**src/rtl/gemv_ctrl_if.sv**
```systemverilog
// Handshake/strobe bundle between the GEMV sequencer, the layer scheduler and the datapath.
// master = sequencer side (gemv_ctrl), slave = scheduler/datapath side.
interface gemv_ctrl_if #(
    parameter int ROWS      = 128,
    parameter int COLUMNS   = 128,
    parameter int TILE_SIZE = 8
);
    localparam int RW = $clog2(ROWS);
    localparam int TW = $clog2(COLUMNS / TILE_SIZE);

    logic          start;
    logic [RW:0]   num_rows;
    logic [TW:0]   num_tiles;
    logic          busy;
    logic          done;
    logic          err;
    logic          tile_vld;
    logic          tile_rdy;
    logic [RW-1:0] row_idx;
    logic [TW-1:0] tile_idx;
    logic          acc_en;
    logic          acc_first;
    logic          bias_en;
    logic          wb_en;

    modport master (
        input  start, num_rows, num_tiles, tile_rdy,
        output busy, done, err, tile_vld, row_idx, tile_idx,
               acc_en, acc_first, bias_en, wb_en
    );

    modport slave (
        output start, num_rows, num_tiles, tile_rdy,
        input  busy, done, err, tile_vld, row_idx, tile_idx,
               acc_en, acc_first, bias_en, wb_en
    );
endinterface

```
**src/rtl/gemv_ctrl.sv**
```systemverilog
// Row/tile sequencer for the tiled GEMV datapath: issues tiles, then bias and writeback per row.
// Define GEMV_CTRL_PERF_EN to add the stall_cnt performance counter output.
module gemv_ctrl #(
    parameter int ROWS       = 128,
    parameter int COLUMNS    = 128,
    parameter int TILE_SIZE  = 8,
    parameter int PE_LATENCY = 1
) (
    input  logic          clk,
    input  logic          rst,
`ifdef GEMV_CTRL_PERF_EN
    output logic [31:0]   stall_cnt,
`endif
    gemv_ctrl_if.master   bus
);
    localparam int RW = $clog2(ROWS);
    localparam int TW = $clog2(COLUMNS / TILE_SIZE);
    localparam int NT = COLUMNS / TILE_SIZE;
    localparam int DW = (PE_LATENCY > 1) ? $clog2(PE_LATENCY) : 1;

    localparam logic [2:0] IDLE  = 3'd0;
    localparam logic [2:0] ISSUE = 3'd1;
    localparam logic [2:0] DRAIN = 3'd2;
    localparam logic [2:0] BIAS  = 3'd3;
    localparam logic [2:0] WRITE = 3'd4;
    localparam logic [2:0] DONE  = 3'd5;

    logic [2:0]            state;
    logic [RW:0]           lim_rows;
    logic [TW:0]           lim_tiles;
    logic [RW-1:0]         row_idx;
    logic [TW-1:0]         tile_idx;
    logic [DW-1:0]         drain_cnt;
    logic                  err_q;
    logic [PE_LATENCY-1:0] acc_pipe;
    logic [PE_LATENCY-1:0] first_pipe;
    logic                  hs;
    logic                  job_bad;
    logic                  last_tile;
    logic                  last_row;

    assign hs        = (state == ISSUE) && bus.tile_rdy;
    assign job_bad   = (bus.num_rows == '0) || (bus.num_rows > (RW+1)'(ROWS)) ||
                       (bus.num_tiles == '0) || (bus.num_tiles > (TW+1)'(NT));
    assign last_tile = ({1'b0, tile_idx} == lim_tiles - (TW+1)'(1));
    assign last_row  = ({1'b0, row_idx} >= lim_rows - (RW+1)'(1));

    // Main sequencer; indices only move on handshakes or at row boundaries.
    always_ff @(posedge clk) begin
        if (rst) begin
            state     <= IDLE;
            lim_rows  <= '0;
            lim_tiles <= '0;
            row_idx   <= '0;
            tile_idx  <= '0;
            drain_cnt <= '0;
            err_q     <= 1'b0;
        end else begin
            case (state)
                IDLE: begin
                    if (bus.start) begin
                        lim_rows  <= bus.num_rows;
                        lim_tiles <= bus.num_tiles;
                        row_idx   <= '0;
                        tile_idx  <= '0;
                        if (job_bad) begin
                            err_q <= 1'b1;
                            state <= DONE;
                        end else begin
                            state <= ISSUE;
                        end
                    end
                end
                ISSUE: begin
                    if (hs) begin
                        if (last_tile) begin
                            tile_idx  <= '0;
                            drain_cnt <= '0;
                            state     <= DRAIN;
                        end else begin
                            tile_idx <= tile_idx + TW'(1);
                        end
                    end
                end
                DRAIN: begin
                    if (drain_cnt == DW'(PE_LATENCY - 1)) begin
                        state <= BIAS;
                    end else begin
                        drain_cnt <= drain_cnt + DW'(1);
                    end
                end
                BIAS: state <= WRITE;
                WRITE: begin
                    if (last_row) begin
                        state <= DONE;
                    end else begin
                        row_idx <= row_idx + RW'(1);
                        state   <= ISSUE;
                    end
                end
                DONE: begin
                    err_q <= 1'b0;
                    state <= IDLE;
                end
                default: state <= IDLE;
            endcase
        end
    end

    // PE sum valid pipeline: acc_en trails each handshake by PE_LATENCY cycles.
    always_ff @(posedge clk) begin
        if (rst || state == IDLE) begin
            acc_pipe   <= '0;
            first_pipe <= '0;
        end else begin
            acc_pipe   <= (acc_pipe << 1)   | PE_LATENCY'(hs);
            first_pipe <= (first_pipe << 1) | PE_LATENCY'(hs && tile_idx == '0);
        end
    end

`ifdef GEMV_CTRL_PERF_EN
    // Stall counter survives done so software can read it after the job.
    always_ff @(posedge clk) begin
        if (rst) begin
            stall_cnt <= '0;
        end else if (state == IDLE && bus.start) begin
            stall_cnt <= '0;
        end else if (state == ISSUE && !bus.tile_rdy && stall_cnt != 32'hFFFF_FFFF) begin
            stall_cnt <= stall_cnt + 32'd1;
        end
    end
`endif

    assign bus.busy      = (state != IDLE);
    assign bus.done      = (state == DONE);
    assign bus.err       = err_q;
    assign bus.tile_vld  = (state == ISSUE);
    assign bus.row_idx   = row_idx;
    assign bus.tile_idx  = tile_idx;
    assign bus.acc_en    = acc_pipe[PE_LATENCY-1];
    assign bus.acc_first = first_pipe[PE_LATENCY-1];
    assign bus.bias_en   = (state == BIAS);
    assign bus.wb_en     = (state == WRITE);
endmodule
```
**src/flat_wrapper.sv**
```systemverilog
// flat-port wrapper written by rule: the top's interface ports become plain ports
module gemv_ctrl_flat 
#(
    parameter int ROWS       = 128,
    parameter int COLUMNS    = 128,
    parameter int TILE_SIZE  = 8,
    parameter int PE_LATENCY = 1
)
  (clk, rst, bus_start, bus_num_rows, bus_num_tiles, bus_tile_rdy, bus_busy, bus_done, bus_err, bus_tile_vld, bus_row_idx, bus_tile_idx, bus_acc_en, bus_acc_first, bus_bias_en, bus_wb_en);
  gemv_ctrl_if #(.ROWS(ROWS), .COLUMNS(COLUMNS), .TILE_SIZE(TILE_SIZE)) bus_i ();
  input  logic clk;
  input  logic rst;
  input wire logic [$bits(bus_i.start)-1:0] bus_start;
  input wire logic [$bits(bus_i.num_rows)-1:0] bus_num_rows;
  input wire logic [$bits(bus_i.num_tiles)-1:0] bus_num_tiles;
  input wire logic [$bits(bus_i.tile_rdy)-1:0] bus_tile_rdy;
  output wire logic [$bits(bus_i.busy)-1:0] bus_busy;
  output wire logic [$bits(bus_i.done)-1:0] bus_done;
  output wire logic [$bits(bus_i.err)-1:0] bus_err;
  output wire logic [$bits(bus_i.tile_vld)-1:0] bus_tile_vld;
  output wire logic [$bits(bus_i.row_idx)-1:0] bus_row_idx;
  output wire logic [$bits(bus_i.tile_idx)-1:0] bus_tile_idx;
  output wire logic [$bits(bus_i.acc_en)-1:0] bus_acc_en;
  output wire logic [$bits(bus_i.acc_first)-1:0] bus_acc_first;
  output wire logic [$bits(bus_i.bias_en)-1:0] bus_bias_en;
  output wire logic [$bits(bus_i.wb_en)-1:0] bus_wb_en;
  assign bus_i.start = bus_start;
  assign bus_i.num_rows = bus_num_rows;
  assign bus_i.num_tiles = bus_num_tiles;
  assign bus_i.tile_rdy = bus_tile_rdy;
  assign bus_busy = bus_i.busy;
  assign bus_done = bus_i.done;
  assign bus_err = bus_i.err;
  assign bus_tile_vld = bus_i.tile_vld;
  assign bus_row_idx = bus_i.row_idx;
  assign bus_tile_idx = bus_i.tile_idx;
  assign bus_acc_en = bus_i.acc_en;
  assign bus_acc_first = bus_i.acc_first;
  assign bus_bias_en = bus_i.bias_en;
  assign bus_wb_en = bus_i.wb_en;
  gemv_ctrl #(.ROWS(ROWS), .COLUMNS(COLUMNS), .TILE_SIZE(TILE_SIZE), .PE_LATENCY(PE_LATENCY)) u_core (.clk(clk), .rst(rst), .bus(bus_i));
endmodule
```
**config.mk**
```make
export PLATFORM = sky130hd
export DESIGN_NAME = gemv_ctrl_flat
export DESIGN_NICKNAME = d
export VERILOG_FILES = /design/src/rtl/gemv_ctrl_if.sv /design/src/rtl/gemv_ctrl.sv /design/src/flat_wrapper.sv
export SDC_FILE = /design/constraint.sdc
export NUM_CORES = 1
export LEC_CHECK = 0
export CORE_AREA = 2 2 70 72
export DETAILED_ROUTE_END_ITERATION = 10
export DIE_AREA = 0 0 72 74
export DONT_BUFFER_PORTS = 1
export PLACE_DENSITY = 0.6
export SYNTH_ARGS = -nofsm -noshare
export SYNTH_HDL_FRONTEND = slang
export SYNTH_SLANG_ARGS = --single-unit
export TNS_END_PERCENT = 30
```
**constraint.sdc**
```tcl
create_clock -name clk -period 2.28 [get_ports clk]
set_clock_uncertainty 0.1 [all_clocks]
set_input_delay 0.228 -clock clk [delete_from_list [all_inputs] [get_ports clk]]
set_output_delay 0.228 -clock clk [all_outputs]
set_load 0.02 [all_outputs]
```
# Word-level counts from Yosys, hierarchy flattened

Index checks and enable logic that the tools add are counted.

Output and inout bits: 19
Logic and storage cells: 71
Input bits: 17
Bits in registers: 31

Reduce and logical (&&, ||, !) cells: 21
Equal/unequal tests: 12
Add/sub/neg operators: 5
Mux-type cells: 21
$lt $le $gt $ge: 3

Operators with widths:

| cell                | number |
|---|---|
| $mux 3              | 6 |
| $pmux 3 s5          | 1 |
| $mux 7              | 2 |
| $pmux 7 s2          | 1 |
| $mux 4              | 3 |
| $reduce_and 3->1    | 4 |
| $ge 7x8->1          | 1 |
| $gt 8x8->1 const B  | 1 |
| $logic_not 8->1     | 1 |
| $pmux 4 s2          | 1 |
| $reduce_bool 2->1   | 4 |
| $sub 8x1->8 const B | 1 |
| $add 7x1->7 const B | 1 |
| $eq 3x2->1 const B  | 2 |
| $eq 3x3->1 const B  | 2 |
| $ne 2x1->1 const B  | 3 |
| $ne 2x2->1 const B  | 3 |
| $eq 4x5->1          | 1 |
| $gt 5x5->1 const B  | 1 |
| $logic_not 5->1     | 1 |
| $mux 1              | 5 |
| $sub 5x1->5 const B | 1 |
| $add 4x1->4 const B | 1 |
| $logic_not 4->1     | 1 |
| 9 further kinds     | 14 |

# Longest topological paths before layout

Gate-level depths: netlist of the first run.

Depth in word-level cells: 7
Gate-level depth with buffers: 10
Depth with buffers taken out: 10

# Least setup slack after synthesis of the first run

No wires, ideal clock.

Path kind: register to register
From: reg u_core.lim_rows[2]
To: reg u_core.row_idx[5], in the netlist u_core.bus.row_idx[5]
Data arrival time: 2.035 ns
Clock period less this slack: 2.206 ns
Cell stages (with the launch flop): 10
Buffers on the path: 0
Slack: 0.074 ns
Cell sequence: dfxtp_1 > nor4_2 > nand2_1 > xor2_1 > ha_1 > a21oi_1 > and3_1 > o21ai_1 > a211oi_1 > mux2i_1

Cells in the longest elaborated chain, start to end: 4

RTL lines:

| element                    | RTL line        | RTL |
|---|---|---|
| start: declaration         | gemv_ctrl.sv:29 | `logic [RW:0] lim_rows;` |
| start signal: assignment   | gemv_ctrl.sv:62 | `lim_rows <= bus.num_rows;` |
| $sub 8x1->8                | gemv_ctrl.sv:46 | `assign last_row = ({1'b0, row_idx} >= lim_rows - (RW+1)'(1));` |
| $ge 7x8->1                 | gemv_ctrl.sv:46 |  |
| $ne 2x2->1 (no line)       | n/a             |  |
| $reduce_and 3->1 (no line) | n/a             |  |
| end signal: assignment     | gemv_ctrl.sv:97 | `row_idx <= row_idx + RW'(1);` |
| end: declaration           | gemv_ctrl.sv:31 | `logic [RW-1:0] row_idx;` |

Every way passes these cells.
A chain may end at the register's enable or synchronous reset.

# Worst setup path in the final report of the first run

From: reg u_core.lim_rows[4]
To: reg u_core.row_idx[5], in the netlist u_core.bus.row_idx[5]

The elaborated chain is that of the path after synthesis.

==> out/qor.yml, run 1 <==
outcome:
  status: "finished, final reports clean"
placed_design:
  place_area_mm2: 0.00193
  gp_congestion: 0.789
  port_buffers: 0
  hpwlAfterDp_um: 3150
worst_setup_path:
  crit_path_end_kind: "register"
  r2r_start: "u_core.lim_rows[4]$_SDFFE_PP0P_"
  crit_chain: "nor4_4 -> nand2_1 -> xor2_1 -> ha_1 -> a21oi_1 -> and3_4 -> o21ai_4 -> a211oi_2 -> mux2i_1"
  reg2reg_to: "u_core.bus.row_idx[5]$_SDFFE_PP0P_"
  rr_worst_depth: 9
  startpoint_type: "register"
  critPathMaxFanout: 7
  worstPathArrival_ps: 2340
  cp_slowest_cell: "dfxtp_1"
  reg2reg_slack_ps: 50
  slowest_delay_ps: 380
  worst-path-buf-inv: 0
  critical_path_required_ps: 2390
  path_class: "register to register"
  cp_top_family: "simple AND/OR/NAND/NOR gates"
grt:
  globalRouteTotalUtil_pct: 18.1
  grt_max_degree: 18
  grt_pass1_vias: 1672
  grt_pass1_wl_um: 7530
  overflow: 0
  antenna_found_initial: 0
floorplanning:
  rows: 25
  dieHeight_um: 74
  coreArea_mm2: 0.00460
  start_util_pct: 38.6
  die-area_mm2: 0.00533
  ios: 36
  fp.dieW_um: 72
logic_synthesis:
  synth_mux_area_share_pct: 4.51
  synth_fa_ha_area_share_pct: 8.45
  synth_xor_area_share_pct: 7.39
  seq_area_frac_synth_pct: 33.8
  synthCells: 224
  synthSimpleGateAreaFrac_pct: 27.6
  yosys_warnings: 0
  syn_nets: 253
  synth_top_family_by_area: "simple AND/OR/NAND/NOR gates"
  syn_area_mm2: 0.00178
  synth_seq_cells: 30
  synth.distinct_cells: 38
  synth_compound_area_share_pct: 13.2
  syn-mean-instance-area_um2: 7.93
cts:
  worst_skew_pair.late_latency_ps: 280
  cts-root-buf: "clkbuf_8"
  cts.sinks: 30
  cts_made_buffers: 5
  cts_tree: "yes"
  htreeDepth: 2
  cts_buffer_depth: 2
  clkTransAtPathRegs_ps: 60
power_and_ir_drop:
  pwr_density_cell_mw_per_mm2: 625
  p_leak_nw: 0.915
  irDropWorstVdd_v: 0.000297
hold_path:
  holdCritStartpoint: "rst"
  hold_end: "u_core.bus.row_idx[2]$_SDFFE_PP0P_"
  hold_class: "primary input to register"
  hold_path_depth: 2
flow_run:
  max-cap-violations: 0
sta:
  slew_headroom_pct: 51.7
  slew_viol_final: 0
  finalSetupViolations: 0
  tightest_slew_ps: 722
  hold_viol: 0
  rsz0062_at_grt: "true"
  fin_crit_ps: 2230
  max_freq_ghz: 0.449
  final.period_utilization_pct: 97.7
final_layout:
  fin_util_pct: 48.8
  post-route-cell-area_mm2: 0.00224
  layout.nets: 285
  diodes: 0
  drive_gt1_share_pct: 17.6
  area_delta_synth_final_pct: 26.2
routing:
  drtIter0Drc: 91
  dr_total_vias: 1635
  firstDrtPassIters: 4
  wirelength_um: 4370
  via_per_inst: 5.27
  wl_per_cell_um: 14.1
  drc_errors: 0
  antenna_left: 0
[worst register-to-register path, cell delays in order (launching register included)]
cell and delay (ps):
dfxtp_1 380, nor4_4 250, nand2_1 90, xor2_1 150
ha_1 320, a21oi_1 160, and3_4 210, o21ai_4 90
a211oi_2 210, mux2i_1 190
[synth_stat cells, drive strengths merged]
| master | instances | area (um2) |
|---|---|---|
| nor4 | 3 | 25.0 |
| a31oi | 3 | 18.8 |
| a22oi | 1 | 7.51 |
| a211o | 1 | 8.76 |
| clkbuf | 3 | 11.3 |
| buf | 5 | 37.5 |
| o2bb2ai | 1 | 8.76 |
| a21o | 1 | 7.51 |
| inv | 11 | 41.3 |
| a21oi | 21 | 105 |
| nand3 | 6 | 30.0 |
| ha | 12 | 150 |
| o21ai | 5 | 25.0 |
| or3 | 6 | 37.5 |
| nor3 | 8 | 40.0 |
| mux2i | 8 | 80.1 |
| xnor2 | 8 | 70.1 |
| nand3b | 1 | 7.51 |
| or2 | 1 | 6.26 |
| nor2 | 15 | 63.8 |
| nand2b | 2 | 12.5 |
| nor2b | 2 | 12.5 |
| and4bb | 1 | 12.5 |
| xor2 | 7 | 61.3 |
| nor4b | 1 | 8.76 |
| and2 | 1 | 6.26 |
| and3 | 6 | 37.5 |
| a21bo | 1 | 10.0 |
| o21bai | 1 | 7.51 |
| nand2 | 44 | 165 |
| a211oi | 4 | 35.0 |
| dfxtp | 30 | 601 |
| nand4 | 4 | 25.0 |
[how the worst max path moves through the flow]
stage | endpoint | slack, ps | cells after the start | startpoint
floorplan | u_core.bus.row_idx[5]$_SDFFE_PP0P_ | 70 | 9 | u_core.lim_rows[2]$_SDFFE_PP0P_
global route | u_core.bus.row_idx[5]$_SDFFE_PP0P_ | -60 | 9 | u_core.lim_rows[3]$_SDFFE_PP0P_
global placement | u_core.bus.row_idx[6]$_SDFFE_PP0P_ | -70 | 9 | u_core.lim_rows[0]$_SDFFE_PP0P_
finish | u_core.bus.row_idx[5]$_SDFFE_PP0P_ | 50 | 9 | u_core.lim_rows[4]$_SDFFE_PP0P_
CTS | u_core.bus.row_idx[5]$_SDFFE_PP0P_ | 1 | 9 | u_core.lim_rows[0]$_SDFFE_PP0P_
detailed placement | u_core.bus.row_idx[5]$_SDFFE_PP0P_ | -110 | 9 | u_core.lim_rows[0]$_SDFFE_PP0P_
[layout by cell type, fill, tap and decap left out, types with 2 or more instances in the layout]
cell | netlist | final
nand2_1 | 44 | 44
nand4_1 | 4 | 4
dfxtp_1 | 30 | 27
dfxtp_2 | 0 | 3
nor4_1 | 2 | 2
nor2b_1 | 2 | 2
a31oi_1 | 3 | 2
clkbuf_1 | 3 | 2
or3_1 | 6 | 6
nor2_1 | 14 | 13
nand2b_1 | 2 | 2
dlygate4sd3_1 | 0 | 14
and3_1 | 6 | 5
clkbuf_8 | 0 | 5
inv_1 | 11 | 11
mux2i_1 | 8 | 8
buf_4 | 0 | 19
o21ai_0 | 3 | 3
xnor2_1 | 8 | 8
a211oi_2 | 1 | 4
nor3_1 | 8 | 8
xor2_1 | 7 | 7
nand3_1 | 6 | 6
a21oi_2 | 0 | 2
ha_1 | 12 | 11
a21oi_1 | 21 | 19
[sequential cells by signal, indices dropped and copies added, names as in the netlist]
register,flops
u_core.bus.acc_en,1
u_core.lim_rows,8
u_core.bus.tile_idx,4
u_core.lim_tiles,5
u_core.bus.acc_first,1
u_core.bus.row_idx,7
u_core.bus.err,1
u_core.state,3
[final cells by class]
cell class | count | area (um2)
multi-input combinational | 175 | 1170
fill | 460 | 2360
inverter | 11 | 41.3
timing repair buffer | 33 | 283
clock buffer | 7 | 76.3
tap | 54 | 67.6
sequential | 30 | 604
[power breakdown]
group	leakage, nW	internal [W]	switching [W]	total, W
Sequential	0.246	0.000559	0.0000452	0.000604
Clock	0.0383	0.000210	0.000191	0.000400
Combinational	0.631	0.000172	0.000225	0.000397
Total	0.915	0.000941	0.000461	0.00140
[logic make-up after synthesis]
| family | after synthesis |
|---|---|
| simple gates | 101 |
| compound gates | 39 |
| flops | 30 |
| buf+inv | 19 |
| xor+xnor | 15 |
| fa+ha+maj | 12 |
| mux | 8 |
[layer usage]
metal | vias up | global-route usage (%) | wire length [um]
li1 | 834 | - | -
met2 | 32 | 31.9 | 2150
met3 | 8 | 5.83 | 266
met1 | 761 | 21.1 | 1890
met5 | - | 0 | 0
met4 | 0 | 5.66 | 63
[what timing repair did]
item,in CTS,in global routing
hold buffers,13,1
hold endpoints to repair,17,1
pin swaps,1,3
endpoints found under the setup margin,8,9
resized for setup,7,12
setup buffers,0,1
[per-stage QoR]
step	TNS [ps]	power (W)	setup slack, ps	std cells	hold slack (ps)
final	0	0.00140	53.2	310	26.0
after global routing	-468	0.00150	-60.3	310	20.2
after CTS	0	0.00139	1.45	308	11.9
after detailed placement	-624	0.000949	-115	288	204
after global placement	-279	0.000946	-65.9	288	203
after floorplan	0	0.000874	73.6	224	264
(Power assumes the default switching activity.)
==> run 2, diff against run 1 <==
- CTS_CLUSTER_DIAMETER: unset -> 80
==> results of run 2 <==
Same layout as run 1: the final DEF is identical, and so are final timing and power.
==> run 3, diff against run 2 <==
- ABC_AREA: unset -> 1
- CORE_AREA: 2 2 70 72 -> 2 2 71 73
- DIE_AREA: 0 0 72 74 -> 0 0 73 75
- PLACE_DENSITY: 0.6 -> 0.55
==> run 3 against run 2 <==
  * The run now ends with setup timing left
  * Maximum frequency shrank 2.5%
  * Combinational power grew to 3.5 times the previous value
  * Clock power is 27% higher
  * Register-to-register slack worse by 60 ps
  * Non-clock buffer count is 10 lower
  * Worst setup slack lost 56 ps
  * Sequential share of layout area shrank 0.41 points
  * Largest cell class unchanged
  * Largest power group is now combinational cells
==> out/qor.yml, run 3 <==
outcome:
  status: "complete, but fails checks"  # was finished, final reports clean
  failed_checks: "setup timing"
worst_setup_path:
  worstPathArrival_ps: 2400  # was 2340 ps
  crit_path_end_kind: "register"  # unchanged
  critical_path_required_ps: 2400  # was 2390 ps
  critPathMaxFanout: 5  # was 7
  path_class: "register to register"  # unchanged
  startpoint_type: "register"  # unchanged
logic_synthesis:
  synthSimpleGateAreaFrac_pct: 30.8  # was 27.6%
  yosys.area.top_type_share_pct: 32.5  # was 33.8%
  syn-mean-instance-area_um2: 7.39  # was 7.93 um2
  synth.distinct_cells: 29  # was 38
  synth_xor_area_share_pct: 8.06  # was 7.39%
  synth_fa_ha_area_share_pct: 8.12  # was 8.45%
  synth_seq_cells: 30  # unchanged
  synth_common_cells: "42 x nand2_1, 30 x dfxtp_1, 30 x inv_1"  # was 44 x nand2_1, 30 x dfxtp_1, 21 x a21oi_1
  synth_mux_area_share_pct: 0  # was 4.51%
  synth_area_leader_cell: "dfxtp_1"  # unchanged
  synthArstFlopShare_pct: 0  # unchanged
  syn_nets: 279  # was 253
  synth_top_family_by_area: "simple AND/OR/NAND/NOR gates"  # unchanged
  seq_area_frac_synth_pct: 32.5  # was 33.8%
  yosys_warnings: 0  # unchanged
  synth_compound_area_share_pct: 11.3  # was 13.2%
  synth-edff-count: 0  # unchanged
  ys.flop_type: "dfxtp_1"  # unchanged
  synthTopCellsByArea: "dfxtp_1 32%, nand2_1 8.5%, ha_1 8.1%, a21oi_1 7.3%, xor2_1 7.1%"  # was dfxtp_1 34%, nand2_1 9.3%, ha_1 8.5%, a21oi_1 5.9%, mux2i_1 4.5%
  syn_area_mm2: 0.00185  # was 0.00178 mm2
  synthCells: 250  # was 224
  yosysMostFrequentCell: "nand2_1"  # unchanged
sta:
  slew_headroom_pct: 68.2  # was 51.7%
  finalSetupViolations: 2  # was 0
  layout_setup_ws_ps: -3.10  # was 53.2 ps
  whs_ps: 44.7  # was 26.0 ps
  final.period_utilization_pct: 100  # was 97.7%
  fin_crit_ps: 2280  # was 2230 ps
  max_freq_ghz: 0.438  # was 0.449 GHz
  slew_viol_final: 0  # unchanged
  rsz0062_at_grt: "true"  # unchanged
  hold_viol: 0  # unchanged
  tightest_slew_ps: 475  # was 722 ps
grt:
  globalRouteTotalUtil_pct: 16.9  # was 18.1%
  antenna_found_initial: 0  # unchanged
  grt_pass1_vias: 1573  # was 1,672
  grt_max_degree: 32  # was 18
  grt_pass1_wl_um: 7090  # was 7530 um
  overflow: 0  # unchanged
floorplanning:
  dieHeight_um: 75  # was 74 um
  ios: 36  # unchanged
  fp.dieW_um: 73  # was 72 um
  die-area_mm2: 0.00548  # was 0.00533 mm2
  rows: 25  # unchanged
  coreArea_mm2: 0.00466  # was 0.00460 mm2
  start_util_pct: 39.7  # was 38.6%
final_layout:
  fin_cells: 331  # was 310
  reg.largest.list: "u_core.lim_rows x8, u_core.bus.row_idx x7, u_core.lim_tiles x5"  # unchanged
  fill_cells: 465  # was 460
  drive_gt1_share_pct: 22.4  # was 17.6%
  area_delta_synth_final_pct: 23.0  # was 26.2%
  layout_commonest_cell: "nand2_1"  # unchanged
  multi_input_area_mm2: 0.00118  # was 0.00117 mm2
  layout_common_cells: "37 x nand2_1, 28 x inv_1, 28 x dfxtp_1"  # was 44 x nand2_1, 27 x dfxtp_1, 19 x a21oi_1, 19 x buf_4, 14 x dlygate4sd3_1
  diodes: 0  # unchanged
  layout.nets: 305  # was 285
  largest_reg_flops: 8  # unchanged
  largest_register: "u_core.lim_rows"  # unchanged
  ff_latch_area_um2: 603  # was 604 um2
  fin_util_pct: 48.8  # about the same
cts:
  cts_made_buffers: 5  # unchanged
  cts.sinks: 30  # unchanged
  htreeDepth: 2  # unchanged
  worst_skew_pair.late_latency_ps: 280  # about the same
  cts-root-buf: "clkbuf_8"  # unchanged
  cts_buffer_depth: 2  # unchanged
  clkTransAtPathRegs_ps: 70  # was 60 ps
  cts_tree: "yes"  # unchanged
placed_design:
  hpwlAfterDp_um: 3170  # was 3150 um
  port_buffers: 0  # unchanged
  gp_congestion: 0.734  # was 0.789
  post-place-ws_ps: -52.0  # was -115 ps
  placed_cells_incl_taps: 313  # was 288
routing:
  via_per_inst: 5.05  # was 5.27
  wl_per_cell_um: 13.2  # was 14.1 um
  dr_total_vias: 1672  # was 1,635
  drc_errors: 0  # unchanged
  drtIter0Drc: 68  # was 91
  wirelength_um: 4360  # was 4370 um
  firstDrtPassIters: 4  # unchanged
  antenna_left: 0  # unchanged
power_and_ir_drop:
  pwr_density_cell_mw_per_mm2: 1170  # was 625 mW/mm2
  p_leak_nw: 1.01  # was 0.915 nW
  irDropWorstVdd_v: 0.000697  # was 0.000297 V
flow_run:
  max-cap-violations: 0  # unchanged
hold_path:
  hold_class: "primary input to register"  # unchanged
==> run 3: cell types whose count changed after synthesis, moves of 5 or more <==
cell	before	now
a21oi_1	21	27
and3_1	6	1
inv_1	11	30
mux2i_1	8	0
nand3_1	6	23
nor2_1	14	22
o21ai_0	3	11
or3_1	6	0
xnor2_1	8	2
xor2_1	7	15
==> run 3: cell families (layout without fill, tap and decap cells) <==
family,Yosys count,in the layout
xor gates and xnor gates,17,17
adders and majority gates,12,12
buffers and inverters,38,64
and+or+nand+nor,112,113
AOI/OAI and AO/OA,41,41
DFF,30,30
==> run 3: where the power goes <==
| group | internal [W] | switching (W) | leakage (nW) | total (W) |
|---|---|---|---|---|
| sequential | 0.000646 | 0.000112 | 0.246 | 0.000758 |
| combinational | 0.000539 | 0.000849 | 0.704 | 0.00139 |
| clock | 0.000305 | 0.000203 | 0.0575 | 0.000508 |
| total | 0.00149 | 0.00116 | 1.01 | 0.00265 |
==> run 3: area by class of cell <==
class	count	area share, %
multi-input cells	183	51.8
flip-flops and latches	30	26.5
repair buffers	23	8.37
inverters	33	5.45
clock buffers	8	4.85
well taps	54	2.97
==> run 3: per-stage QoR <==
| stage | TNS (ps) | power, W | cell area (um2) |
|---|---|---|---|
| final | -4.54 | 0.00265 | 2270 |
| after global routing | -1140 | 0.00290 | 2270 |
| after detailed placement | -199 | 0.00196 | 1970 |
| after floorplan | 0 | 0.00173 | 1850 |
| after CTS | 0 | 0.00254 | 2170 |
| after global placement | 0 | 0.00195 | 1970 |
==> run 3: final timing paths <==
kind / start / slack (ps) / endpoint / cells after the start
setup / recovery: u_core.lim_rows[1]$_SDFFE_PP0P_ / -3 / u_core.bus.row_idx[5]$_SDFFE_PP0P_ / 14
hold reg to reg: u_core.lim_tiles[4]$_SDFFE_PP0P_ / 400 / u_core.lim_tiles[4]$_SDFFE_PP0P_ / 2
setup reg to reg: u_core.lim_rows[1]$_SDFFE_PP0P_ / -3 / u_core.bus.row_idx[5]$_SDFFE_PP0P_ / 14
hold / removal: bus_num_tiles[1] / 40 / u_core.lim_tiles[1]$_SDFFE_PP0P_ / 2
==> run 3: worst max-delay path, cell delays in order, from the launching register on <==
cell and delay [ps]:
dfxtp_2 330, inv_2 70, ha_4 160, nand3_4 100, nor3_4 190, xor2_1 160, inv_1 90, ha_4 260
a21oi_2 140, nand2_2 90, nand3_4 100, nand3_4 120, nand2_4 140, nand2_2 70, a21oi_2 120
==> run 3: per-layer routing <==
layer | routed length [um] | global-route usage (%)
met4 | 54 | 5.56
met1 | 2140 | 23.3
met5 | 0 | 0
met3 | 221 | 5.22
met2 | 1950 | 25.0
==> run 3: timing repair <==
action | in CTS | in global routing
cloned | 1 | 0
setup endpoints to repair | 7 | 10
pin swaps | 1 | 15
hold endpoints to repair | 12 | 0
setup buffers | 0 | 2
hold buffers | 7 | 0
gates resized for setup | 2 | 20
